<file path="config.mk">
export PLATFORM = sky130hd
export DESIGN_NAME = piso_serializer
export DESIGN_NICKNAME = d
export VERILOG_FILES = /design/src/rtl/piso_serializer.sv
export SDC_FILE = /design/constraint.sdc
export NUM_CORES = 1
export LEC_CHECK = 0
export CORE_ASPECT_RATIO = 1.4
export CORE_UTILIZATION = 49
export DETAILED_ROUTE_END_ITERATION = 10
export DONT_BUFFER_PORTS = 1
export GPL_ROUTABILITY_DRIVEN = 1
export PLACE_DENSITY = 0.7
export RECOVER_POWER = 50
export SLEW_MARGIN = 20
export SYNTH_ARGS = -nofsm -noshare
export SYNTH_HDL_FRONTEND = slang
export SYNTH_SLANG_ARGS = --single-unit
export TNS_END_PERCENT = 10
</file>
<file path="constraint.sdc">
create_clock -name clk -period 3.8 [get_ports clk]
set_input_delay 0.38 -clock clk [delete_from_list [all_inputs] [get_ports clk]]
set_output_delay 0.38 -clock clk [all_outputs]
set_load 0.01 [all_outputs]
</file>
<file path="src/rtl/piso_serializer.sv">
// piso_serializer: parameterised parallel-in, serial-out shift register.
// Accepts a WIDTH-bit word via a valid/ready handshake. It then shifts
// the word out on tx, one bit per clock. The bit order is LSB-first or
// MSB-first, chosen per word when the word is accepted. A one-cycle done
// pulse marks the end of each frame.
//
// Optional feature macro: PISO_PARITY_EN
//   When defined, an even-parity bit (XOR of the captured word) follows
//   the last data bit, so a frame carries WIDTH+1 bits.
//
// state  | meaning
// -------+---------------------------------------------------------------
// IDLE   | waiting for a word; tx at IDLE_LEVEL, ready to accept
// SHIFT  | frame bits on tx, one per cycle; handshake ignored
// DONE   | one-cycle done pulse; a word accepted here starts the next frame
module piso_serializer #(
    parameter int WIDTH      = 8,
    parameter bit IDLE_LEVEL = 1'b0
) (
    input  logic                         clk,
    input  logic                         reset,
    input  logic                         load_valid,
    output logic                         load_ready,
    input  logic [WIDTH-1:0]             data_in,
    input  logic                         msb_first,
    output logic                         tx,
    output logic                         tx_valid,
    output logic                         busy,
    output logic                         done,
    output logic [$clog2(WIDTH+2)-1:0]   count
);

    localparam int CW = $clog2(WIDTH + 2);

`ifdef PISO_PARITY_EN
    localparam int NBITS = WIDTH + 1;
`else
    localparam int NBITS = WIDTH;
`endif

    localparam logic [CW-1:0] LAST_IDX = CW'(NBITS - 1);

    typedef enum logic [1:0] {
        S_IDLE  = 2'd0,
        S_SHIFT = 2'd1,
        S_DONE  = 2'd2
    } state_t;

    state_t           state;
    state_t           state_nxt;
    logic [WIDTH-1:0] shift_reg;
    logic [WIDTH-1:0] shift_nxt;
    logic             msb_q;
    logic             accept;
    logic             last_bit;
    logic             next_bit;
    logic             ready_int;

`ifdef PISO_PARITY_EN
    localparam logic [CW-1:0] LAST_DATA_IDX = CW'(WIDTH - 1);
    logic parity_q;
`endif

    // Handshake and end-of-frame qualifiers, derived from the registered state.
    always_comb begin
        ready_int = (state != S_SHIFT);
        accept    = load_valid && ready_int;
        last_bit  = (state == S_SHIFT) && (count == LAST_IDX);
    end

    // State register.
    always_ff @(posedge clk) begin
        if (reset) begin
            state <= S_IDLE;
        end else begin
            state <= state_nxt;
        end
    end

    // Next-state logic.
    always_comb begin
        state_nxt = state;
        case (state)
            S_IDLE:  if (accept) state_nxt = S_SHIFT;
            S_SHIFT: if (last_bit) state_nxt = S_DONE;
            S_DONE:  state_nxt = accept ? S_SHIFT : S_IDLE;
            default: state_nxt = S_IDLE;
        endcase
    end

    // Status outputs are decoded from the registered state only.
    always_comb begin
        load_ready = ready_int;
        busy       = (state == S_SHIFT);
        tx_valid   = (state == S_SHIFT);
        done       = (state == S_DONE);
    end

    // Next shift-register contents and the bit that goes onto tx next.
    // The register already holds the word advanced by one position, so
    // the outgoing end always holds the next bit to send.
    always_comb begin
        shift_nxt = msb_q ? (shift_reg << 1) : (shift_reg >> 1);
        next_bit  = msb_q ? shift_reg[WIDTH-1] : shift_reg[0];
`ifdef PISO_PARITY_EN
        if (count == LAST_DATA_IDX) begin
            next_bit = parity_q;
        end
`endif
    end

    // Datapath. The word is captured on acceptance and its first bit goes
    // straight onto tx, giving one cycle of latency. tx and count are
    // registered so the line driver sees glitch-free outputs.
    always_ff @(posedge clk) begin
        if (reset) begin
            shift_reg <= '0;
            msb_q     <= 1'b0;
            tx        <= IDLE_LEVEL;
            count     <= '0;
`ifdef PISO_PARITY_EN
            parity_q  <= 1'b0;
`endif
        end else if (accept) begin
            shift_reg <= msb_first ? (data_in << 1) : (data_in >> 1);
            msb_q     <= msb_first;
            tx        <= msb_first ? data_in[WIDTH-1] : data_in[0];
            count     <= '0;
`ifdef PISO_PARITY_EN
            parity_q  <= ^data_in;
`endif
        end else if (state == S_SHIFT) begin
            if (last_bit) begin
                tx    <= IDLE_LEVEL;
                count <= '0;
            end else begin
                tx        <= next_bit;
                count     <= count + 1'b1;
                shift_reg <= shift_nxt;
            end
        end else begin
            tx    <= IDLE_LEVEL;
            count <= '0;
        end
    end

endmodule

</file>
==> metrics.md, run 1 <==
| Metric | Value |
|---|---|
| CP delay by family, top | simple AND/OR/NAND/NOR gates |
| Clock Pin Slew Worst Setup and Hold Paths | 100 ps |
| Max cap viols | 0 |
| Crit path kind | reg -> reg |
| Die Wd | approximately 38 um |
| Adder-cell share of the synthesized area | 0.0140 |
| Detailed Routing Iterations Pass 1 | 4 |
| Port buffer count | 0 |
| Result of the run | finished, final reports clean |
| Core area | 1640 um^2 |
| Synth Area in Compound Gates | 0.129 |
| Worst-case reg-to-reg path depth | 5 |
| Slew Limit Headroom | 0.630 |
| Mean Syn Cell Area | 9.59 um^2 |
| Endpoint type of the worst setup path | flip-flop |
| Gates resized, CTS repair | 0 |
| Placement Setup Slack | 2120 ps |
| Hold Fails Final Rpt | 0 |
| Hold-fix buffers at CTS | 0 |
| Largest register FFs | 8 |
| Leading area contributor after synthesis | dfxtp_1 |
| CP Data Arrival Time | 1960 ps |
| Post-route DRC violation count | 0 |
| Gp weighted congestion | 0.775 |
| Clk root buf | clkbuf_4 |
| Post-route insts no fill | around 110 |
| Distinct cells, synth | 30 |
| Setup crit start kind | flip-flop |
| Pins Over Slew Limit | 0 |
| Final min period | 1730 ps |
| Die H | 52.5 um |
| Clock latency on the worst-skew pair | 280 ps |
| Post-synth EDFFs | 0 |
| Detailed Route Iter0 Violations | 4 |
| Num rows | 17 |
| TritonCTS buffer count | 3 |
| # H-tree levels | 1 |
| GR Overflow Total | 0 |
| Final Skew | ~3 ps |
| Ant diodes | 0 |
| Synth Area in Simple Gates | 0.216 |
| CTS tree | done |
| R2R Path Start | count[0]$_SDFF_PP0_ |
| Worst-path fanout max | 6 |
| Most frequent cells in the layout | 16 x nand2_1, 16 x dfxtp_1, 13 x mux2i_1 |
| Initial antenna violation count | 0 |
| Reg2Reg Capture Point | shift_reg[5]$_SDFFE_PP0P_ |
| Maximum VDD drop | 212 uV |
| Synthesized area | just under 900 um^2 |
| Die ar. | between 1500 and 2000 um^2 |
| Clock Sinks | 16 |
| Tcrit/Tclk final | 0.455 |
| Synth-to-Final Area Change | 0.561% |
| Setup WS post-layout | slightly above 2000 ps |
| Flops & latches, synth | 16 |
| DR vias/cell | 6.04 |
| CP bufs+invs | 0 |
| Worst Hold Launch | reset |
| Post-synth top flop | dfxtp_1 |
| Setup Buffers After CTS | 0 |
| Clock tree buffer depth | 2 |
| Fraction of synthesized area in multiplexers | 0.188 |
| Fin nets | 104 |
| Worst Path Required | 4030 ps |
| Setup_tns | 0 ps |
| Layout cell share with drive strength beyond 1 | 0.111 |
| Placed cells | 105 |
| Leak | 0.343 nW |
| Crit-path cells | ha_1 > nand3b_1 > nor3_1 > or2_0 > a32o_1 |
| Global-route usage over all layers | 0.193 |
| Sequential area share after synthesis | 0.359 |
| Final Util | 0.548 |
| Synth warnings | 0 |
| DP HPWL | 1230 um |
| Post-synth top area share | 0.359 |
| WHS Path Cells | 1 |
| Reg-to-reg slack, setup | 2070 ps |
| Syn Inst Count | 93 |
| RSZ-0062 raised after global routing | no |
| CP max-delay cell | dfxtp_1 |
| WL final | 1630 um |
| Routed Antenna Nets | 0 |
| Area contributors post-synth | dfxtp_1 36%, mux2i_1 15%, a32o_1 6.7% |
| WHS | 150 ps |
| First-pass GRT wire length | 2700 um |
| Final setup viols | 0 |
| Worst-Margin Slew | 554 ps |
| Largest net degree at the start of global routing | 12 |
| Fmax | slightly below 600 MHz |
| Wire per inst | 15.0 um |
| WHS Endpoint | tx$_SDFF_PP0_ |
| Post-Synth XOR/XNOR Area | 0.0196 |
| Cell Pwr Density | 408 nW/um^2 |
| Via count | 658 |
| Syn Nets | 106 |
| Largest family of logic cells by synthesized area | simple AND/OR/NAND/NOR gates |
| Critical Path Max Stage Delay | roughly 440 ps |
| Hold crit path type | in -> reg |
| Fraction of registers with async set or reset after synthesis | 0 |
| Vias in the first global route | about 640 |
| Starting density of the core | 0.545 |
| # IOs | 21 |
==> layout make-up <==
type / instances / area, um^2
Inverter: 1 / 16.3
Multi-Input combinational cell: 69 / 500
Fill cell: 164 / 741
Clock buffer: 4 / 36.3
Tap cell: 19 / 23.8
Sequential cell: 16 / 320
==> worst max-delay path by stage <==
stage                                startpoint                   endpoint  depth (start not counted)  slack, ps
final                       count[0]$_SDFF_PP0_  shift_reg[5]$_SDFFE_PP0P_                          5       2070
after global routing        count[0]$_SDFF_PP0_  shift_reg[6]$_SDFFE_PP0P_                          5       1810
after CTS                 state[1]$_SDFFE_PP0P_  shift_reg[6]$_SDFFE_PP0P_                          5       2090
after detailed placement  state[1]$_SDFFE_PP0P_  shift_reg[6]$_SDFFE_PP0P_                          5       2120
after global placement      count[0]$_SDFF_PP0_  shift_reg[1]$_SDFFE_PP0P_                          5       2160
after floorplan             count[0]$_SDFF_PP0_  shift_reg[1]$_SDFFE_PP0P_                          6       2330
==> logic make-up after synthesis <==
kind of cell	Yosys count
multiplexers	15
XOR/XNOR	2
flip-flops	16
adder cells (fa/ha/maj)	1
AND/OR/NAND/NOR	38
buffers and inverters	8
AO/OA/AOI/OAI	13
==> synthesized netlist by cell type, types with 3 or more instances <==
cell,count
nor3_1,3
nand2_1,16
buf_2,4
mux2i_1,13
nand3b_1,3
dfxtp_1,16
nor2_1,5
a32o_1,6
==> where the power goes <==
group	switching, mW	internal [mW]	total, mW
clock network	0.0529	0.0582	0.111
logic	0.0333	0.0290	0.0623
registers	0.0128	0.180	0.193
==> metrics by stage <==
| step | total power [mW] | cell area (um^2) |
|---|---|---|
| after floorplan | 0.259 | 892 |
| after global placement | 0.258 | 866 |
| after detailed placement | 0.260 | 866 |
| after CTS | 0.370 | 902 |
| after global routing | 0.384 | 897 |
| final | 0.366 | 897 |
==> per-layer routing <==
layer	vias up	global-route usage	share of wire
met5	-	0	0
met4	0	0.101	0.017
met3	6	0.0298	0.033
met2	16	0.336	0.54
met1	312	0.215	0.41
li1	324	-	-
==> worst reg2reg max path, delay by kind of cell, from the launching register on <==
family          cells  cell delay [ps]
flops               1              440
fa+ha+maj           1              220
compound gates      1              180
simple gates        3              830
No activity file was read; power rests on OpenSTA's default activity.
==> run 2: changes to the inputs <==
- clock period: 3.8 -> 1.6 ns (I/O delays scaled with it)
==> run 2 against run 1 <==
  * Highest routed layer unchanged
  * Hold slack got worse by 150 ps
  * Register-to-register slack got worse by 2000 ps
  * Maximum frequency increased by 15%
  * Combinational power increased to 2.9 times the previous value
==> metrics.md, run 2 (synthesis gave the netlist of run 1 again) <==
| Metric | Value |
|---|---|
| WHS Endpoint | msb_q$_SDFFE_PP0N_ |
| Endpoint type of the worst setup path | flip-flop |
| Die Wd | 38.1 um |
| Ant diodes | 0 |
| Hold Fails Final Rpt | 0 |
| # H-tree levels | 1 |
| Wire per inst | 15.3 um |
| Cell area after layout | slightly below 1000 um^2 |
| R2R Path Start | count[0]$_SDFF_PP0_ |
| Vias in the first global route | 699 |
| Maximum VDD drop | 662 uV |
| Cell Pwr Density | 944 nW/um^2 |
| DR vias/cell | 5.86 |
| Setup crit start kind | flip-flop |
| Num rows | 17 |
| RSZ-0062 raised after global routing | no |
| Die ar. | about 2000 um^2 |
| CP bufs+invs | 0 |
| Setup_tns | 0 ps |
| Initial antenna violation count | 0 |
| Result of the run | finished, final reports clean |
| Final setup viols | 0 |
| Detailed Route Iter0 Violations | 7 |
| Core area | 1640 um^2 |
| Fmax | 663 MHz |
| Final min period | 1510 ps |
| Hold crit path type | in -> reg |
| Detailed Routing Iterations Pass 1 | 2 |
| Global-route usage over all layers | 0.219 |
| Clock latency on the worst-skew pair | ~290 ps |
| Tcrit/Tclk final | 0.943 |
| TritonCTS buffer count | 3 |
| Port buffer count | 0 |
| Clock Pin Slew Worst Setup and Hold Paths | about 90 ps |
| Critical Path Max Stage Delay | ~330 ps |
| GR Overflow Total | 0 |
| Reg2Reg Capture Point | shift_reg[3]$_SDFFE_PP0P_ |
| WHS | 4.07 ps |
| Routed Antenna Nets | 0 |
| Fin nets | 113 |
| Clk root buf | clkbuf_4 |
| # IOs | 21 |
| Clock Sinks | 16 |
| Synth-to-Final Area Change | 8.42% |
| Final Util | 0.591 |
| Via count | 691 |
| CP delay by family, top | simple AND/OR/NAND/NOR gates |
| Pins Over Slew Limit | 0 |
| Reg-to-reg slack, setup | around 91 ps |
| DP Area | 938 um^2 |
| WHS Path Cells | 2 |
| Most frequent cells in the layout | 16 x nand2_1, 16 x dfxtp_1, 13 x mux2i_1 |
| CP max-delay cell | dfxtp_1 |
| Die H | 52.5 um |
| Largest net degree at the start of global routing | 12 |
| CTS tree | done |
| Gp weighted congestion | between 0.7 and 0.8 |
| Post-route DRC violation count | 0 |
| Crit path kind | reg -> reg |
| Max cap viols | 0 |
| Leak | roughly 0.38 nW |
| Worst-case reg-to-reg path depth | 5 |
| Worst Hold Launch | msb_first |
| WL final | ~1800 um |
| Final Skew | 7.45 ps |
| First-pass GRT wire length | 2990 um |
| Worst Path Required | 1790 ps |
| Layout cell share with drive strength beyond 1 | 0.152 |
| Worst-Margin Slew | 464 ps |
| Starting density of the core | 0.545 |
| CP Data Arrival Time | 1700 ps |
| Crit-path cells | ha_1 > nand3b_1 > nor3_2 > or2_1 > a32o_1 |
| Slew Limit Headroom | 0.690 |
| Clock tree buffer depth | 2 |
| Worst-path fanout max | 6 |
| DP HPWL | roughly 1400 um |
| Largest register FFs | 8 |
run 2: cell count changes in the layout (fill, tap and decap cells not counted):
cell	delta
and2_1	-1
or2_1	+1
buf_12	+1
and2_2	+1
buf_4	+2
dlygate4sd3_1	+1
nor3_2	+1
clkbuf_1	+5
nor3_1	-1
or2_0	-1
run 2: layout make-up:
class	instances	area, um^2
Sequential cell	16	320
Clock buffer	4	36.3
Inverter	1	16.3
Timing Repair Buffer	9	63.8
Fill cell	149	671
Tap cell	19	23.8
Multi-Input combinational cell	69	507
run 2: per-stage QoR:
stage               total power, mW  std cells  worst slack [ps]
finish                        0.913        118              91.2
global route                  0.957        118              33.8
CTS                           0.921        118              43.7
detailed placement            0.648        113              72.3
global placement              0.642        113               121
floorplan                     0.615         93               132
run 2: per-layer routing:
layer  vias to the layer above  global-route usage  part of all wire
li1                        345                   -                 -
met1                       317               0.214              0.40
met2                        23               0.398              0.52
met3                         6              0.0298             0.040
met4                         0               0.155             0.031
met5                         -                   0                 0
run 2: worst max path at each step:
stage | from | end | cells after the start
after floorplan | count[0]$_SDFF_PP0_ | shift_reg[1]$_SDFFE_PP0P_ | 6
after global placement | count[0]$_SDFF_PP0_ | shift_reg[5]$_SDFFE_PP0P_ | 5
after detailed placement | count[0]$_SDFF_PP0_ | shift_reg[5]$_SDFFE_PP0P_ | 5
after CTS | count[0]$_SDFF_PP0_ | shift_reg[4]$_SDFFE_PP0P_ | 5
after global routing | count[0]$_SDFF_PP0_ | shift_reg[4]$_SDFFE_PP0P_ | 5
final | count[0]$_SDFF_PP0_ | shift_reg[3]$_SDFFE_PP0P_ | 5
run 2: report_power, final:
part	total [mW]	switching [mW]	internal [mW]
Combinational	0.183	0.0920	0.0909
Clock	0.274	0.135	0.139
Sequential	0.456	0.0282	0.428
run 2: what timing repair did:
item | 4_1_cts | 5_1_grt
gates resized for setup | 0 | 2
hold buffers | 1 | 0
hold endpoints to repair | 7 | 0
buffers inserted | 0 | 0
endpoints found under the setup margin | 0 | 7
==> run 3: changes to the inputs <==
- PLACE_DENSITY: 0.7 -> 0.72
- clock period: 1.6 -> 1.3 ns (I/O delays scaled with it)
==> run 3 against run 2 <==
  * The run now ends with negative setup slack left
  * Register-to-register slack lost 180 ps
  * Flip-flop and latch count is the same
  * Hold slack gained 21 ps
  * Final cell count grew 6.8%
  * Maximum frequency grew 8.8%
  * Non-clock buffer count grew 8
  * Sequential power grew 24%
  * Critical path type unchanged
  * Largest cell class unchanged
==> metrics.md, run 3 (synthesis gave the netlist of run 1 again) <==
| Metric | Value |
|---|---|
| DP HPWL | 1380 um |
| WL final | 1870 um |
| Die ar. | 2000 um^2 |
| Cell Pwr Density | roughly 1100 nW/um^2 |
| Layout cell share with drive strength beyond 1 | 0.252 |
| Endpoint type of the worst setup path | flip-flop |
| GR Overflow Total | 0 |
| Fin nets | 121 |
| Ant diodes | 0 |
| Initial antenna violation count | 0 |
| Max cap viols | 0 |
| Failing checks | negative setup slack |
| Final min period | 1390 ps |
| Clk root buf | clkbuf_4 |
| TritonCTS buffer count | 3 |
| Fmax | 721 MHz |
| Most common cell after layout, fill and taps aside | nand2_1 |
| Via count | ~750 |
| Starting density of the core | 0.545 |
| Tcrit/Tclk final | 1.07 |
| Maximum VDD drop | between 700 and 800 uV |
| Routed Antenna Nets | 0 |
| Num rows | 17 |
| CP max-delay cell | dfxtp_2 |
| Synth-to-Final Area Change | 18.7% |
| Die Wd | 38.1 um |
| Clock Sinks | 16 |
| Hold crit path type | in -> reg |
| # IOs | 21 |
| Critical Path Max Stage Delay | about 370 ps |
| Core area | 1640 um^2 |
| Most frequent cells in the layout | 16 x nand2_1, 14 x dfxtp_1, 13 x mux2i_1 |
| Largest net degree at the start of global routing | 12 |
| Setup crit start kind | flip-flop |
| Clock tree buffer depth | 2 |
| Hold Fails Final Rpt | 0 |
| Clock Pin Slew Worst Setup and Hold Paths | 90 ps |
| Pins Over Slew Limit | 0 |
| # H-tree levels | 1 |
| DP Area | 973 um^2 |
| Slew Limit Headroom | 0.695 |
| Worst-path fanout max | 6 |
| Clock latency on the worst-skew pair | between 200 and 300 ps |
| RSZ-0062 raised after global routing | yes |
| Crit-path cells | ha_4 > nand3b_1 > buf_6 > mux2i_4 > nor2_4 > a32o_1 |
| Worst Path Required | about 1500 ps |
| Leak | 0.420 nW |
| CP Data Arrival Time | roughly 1600 ps |
| Cell area after layout | 1060 um^2 |
| Detailed Route Iter0 Violations | 9 |
| Setup WS post-layout | -86.8 ps |
| Largest register FFs | 8 |
| Post-route DRC violation count | 0 |
| Final Util | 0.646 |
| Die H | around 52 um |
| Vias in the first global route | 689 |
| Gp weighted congestion | 0.750 |
| Global-route usage over all layers | 0.227 |
| Port buffer count | 0 |
| Worst-Margin Slew | 456 ps |
| First-pass GRT wire length | 3070 um |
| DR vias/cell | 5.92 |
| CTS tree | done |
| Wire per inst | 14.9 um |
| Result of the run | finished with violations |
| Final setup viols | 7 |
| Final Skew | 3.72 ps |
| Crit path kind | reg -> reg |
| Detailed Routing Iterations Pass 1 | 4 |
[run 3: cell types whose count changed in the layout (fill, tap and decap cells not counted), sizes merged]
| cell | change |
|---|---|
| buf | +9 |
| clkbuf | -3 |
| dlygate4sd3 | +2 |
[run 3: what timing repair did]
action	4_1_cts	5_1_grt
hold buffers	3	0
setup buffers	1	1
hold endpoints to repair	7	0
pin swaps	0	1
resized for setup	2	1
endpoints found under the setup margin	8	11
cloned	0	0
[run 3: area by class of cell]
cell class	count	area [um^2]
clock buffers	4	36.3
multi-input cells	69	526
well taps	19	23.8
fillers	138	579
flip-flops and latches	16	325
repair buffers	17	131
inverters	1	16.3
[run 3: per-layer routing]
layer,part of all wire,global-route usage
met5,0,0
met4,0.018,0.107
met3,0.077,0.0638
met2,0.52,0.379
met1,0.39,0.257
[run 3: path summary, 6_finish.rpt]
path | startpoint | end | slack, ps | cells after the start
max reg2reg | count[1]$_SDFF_PP0_ | shift_reg[4]$_SDFFE_PP0P_ | -90 | 6
max | count[1]$_SDFF_PP0_ | shift_reg[4]$_SDFFE_PP0P_ | -90 | 6
min | data_in[1] | shift_reg[0]$_SDFFE_PP0P_ | 30 | 2
min reg2reg | shift_reg[6]$_SDFFE_PP0P_ | shift_reg[6]$_SDFFE_PP0P_ | 500 | 1
[run 3: critical path: cells and delay by family (launching register included)]
family	cells	cell delay [ps]
muxes	1	210
adders and majority gates	1	130
buffers and inverters	1	150
and+or+nand+nor	2	200
DFF	1	370
AOI/OAI and AO/OA	1	220
[run 3: stage by stage]
step | instances | hold WS (ps) | TNS [ps] | power, mW | setup WS [ps]
floorplan | 93 | 282 | -528 | 0.759 | -87.9
global placement | 117 | 203 | -442 | 0.791 | -78.8
detailed placement | 117 | 203 | -531 | 0.797 | -89.2
CTS | 125 | 21.3 | -541 | 1.13 | -85.4
global route | 126 | 9.93 | -1210 | 1.20 | -160
finish | 126 | 25.2 | -512 | 1.13 | -86.8
[run 3: where the power goes]
group          leakage, nW  internal [mW]  switching (mW)
logic                0.267          0.123           0.115
clock network       0.0210          0.171           0.157
registers            0.132          0.527          0.0371
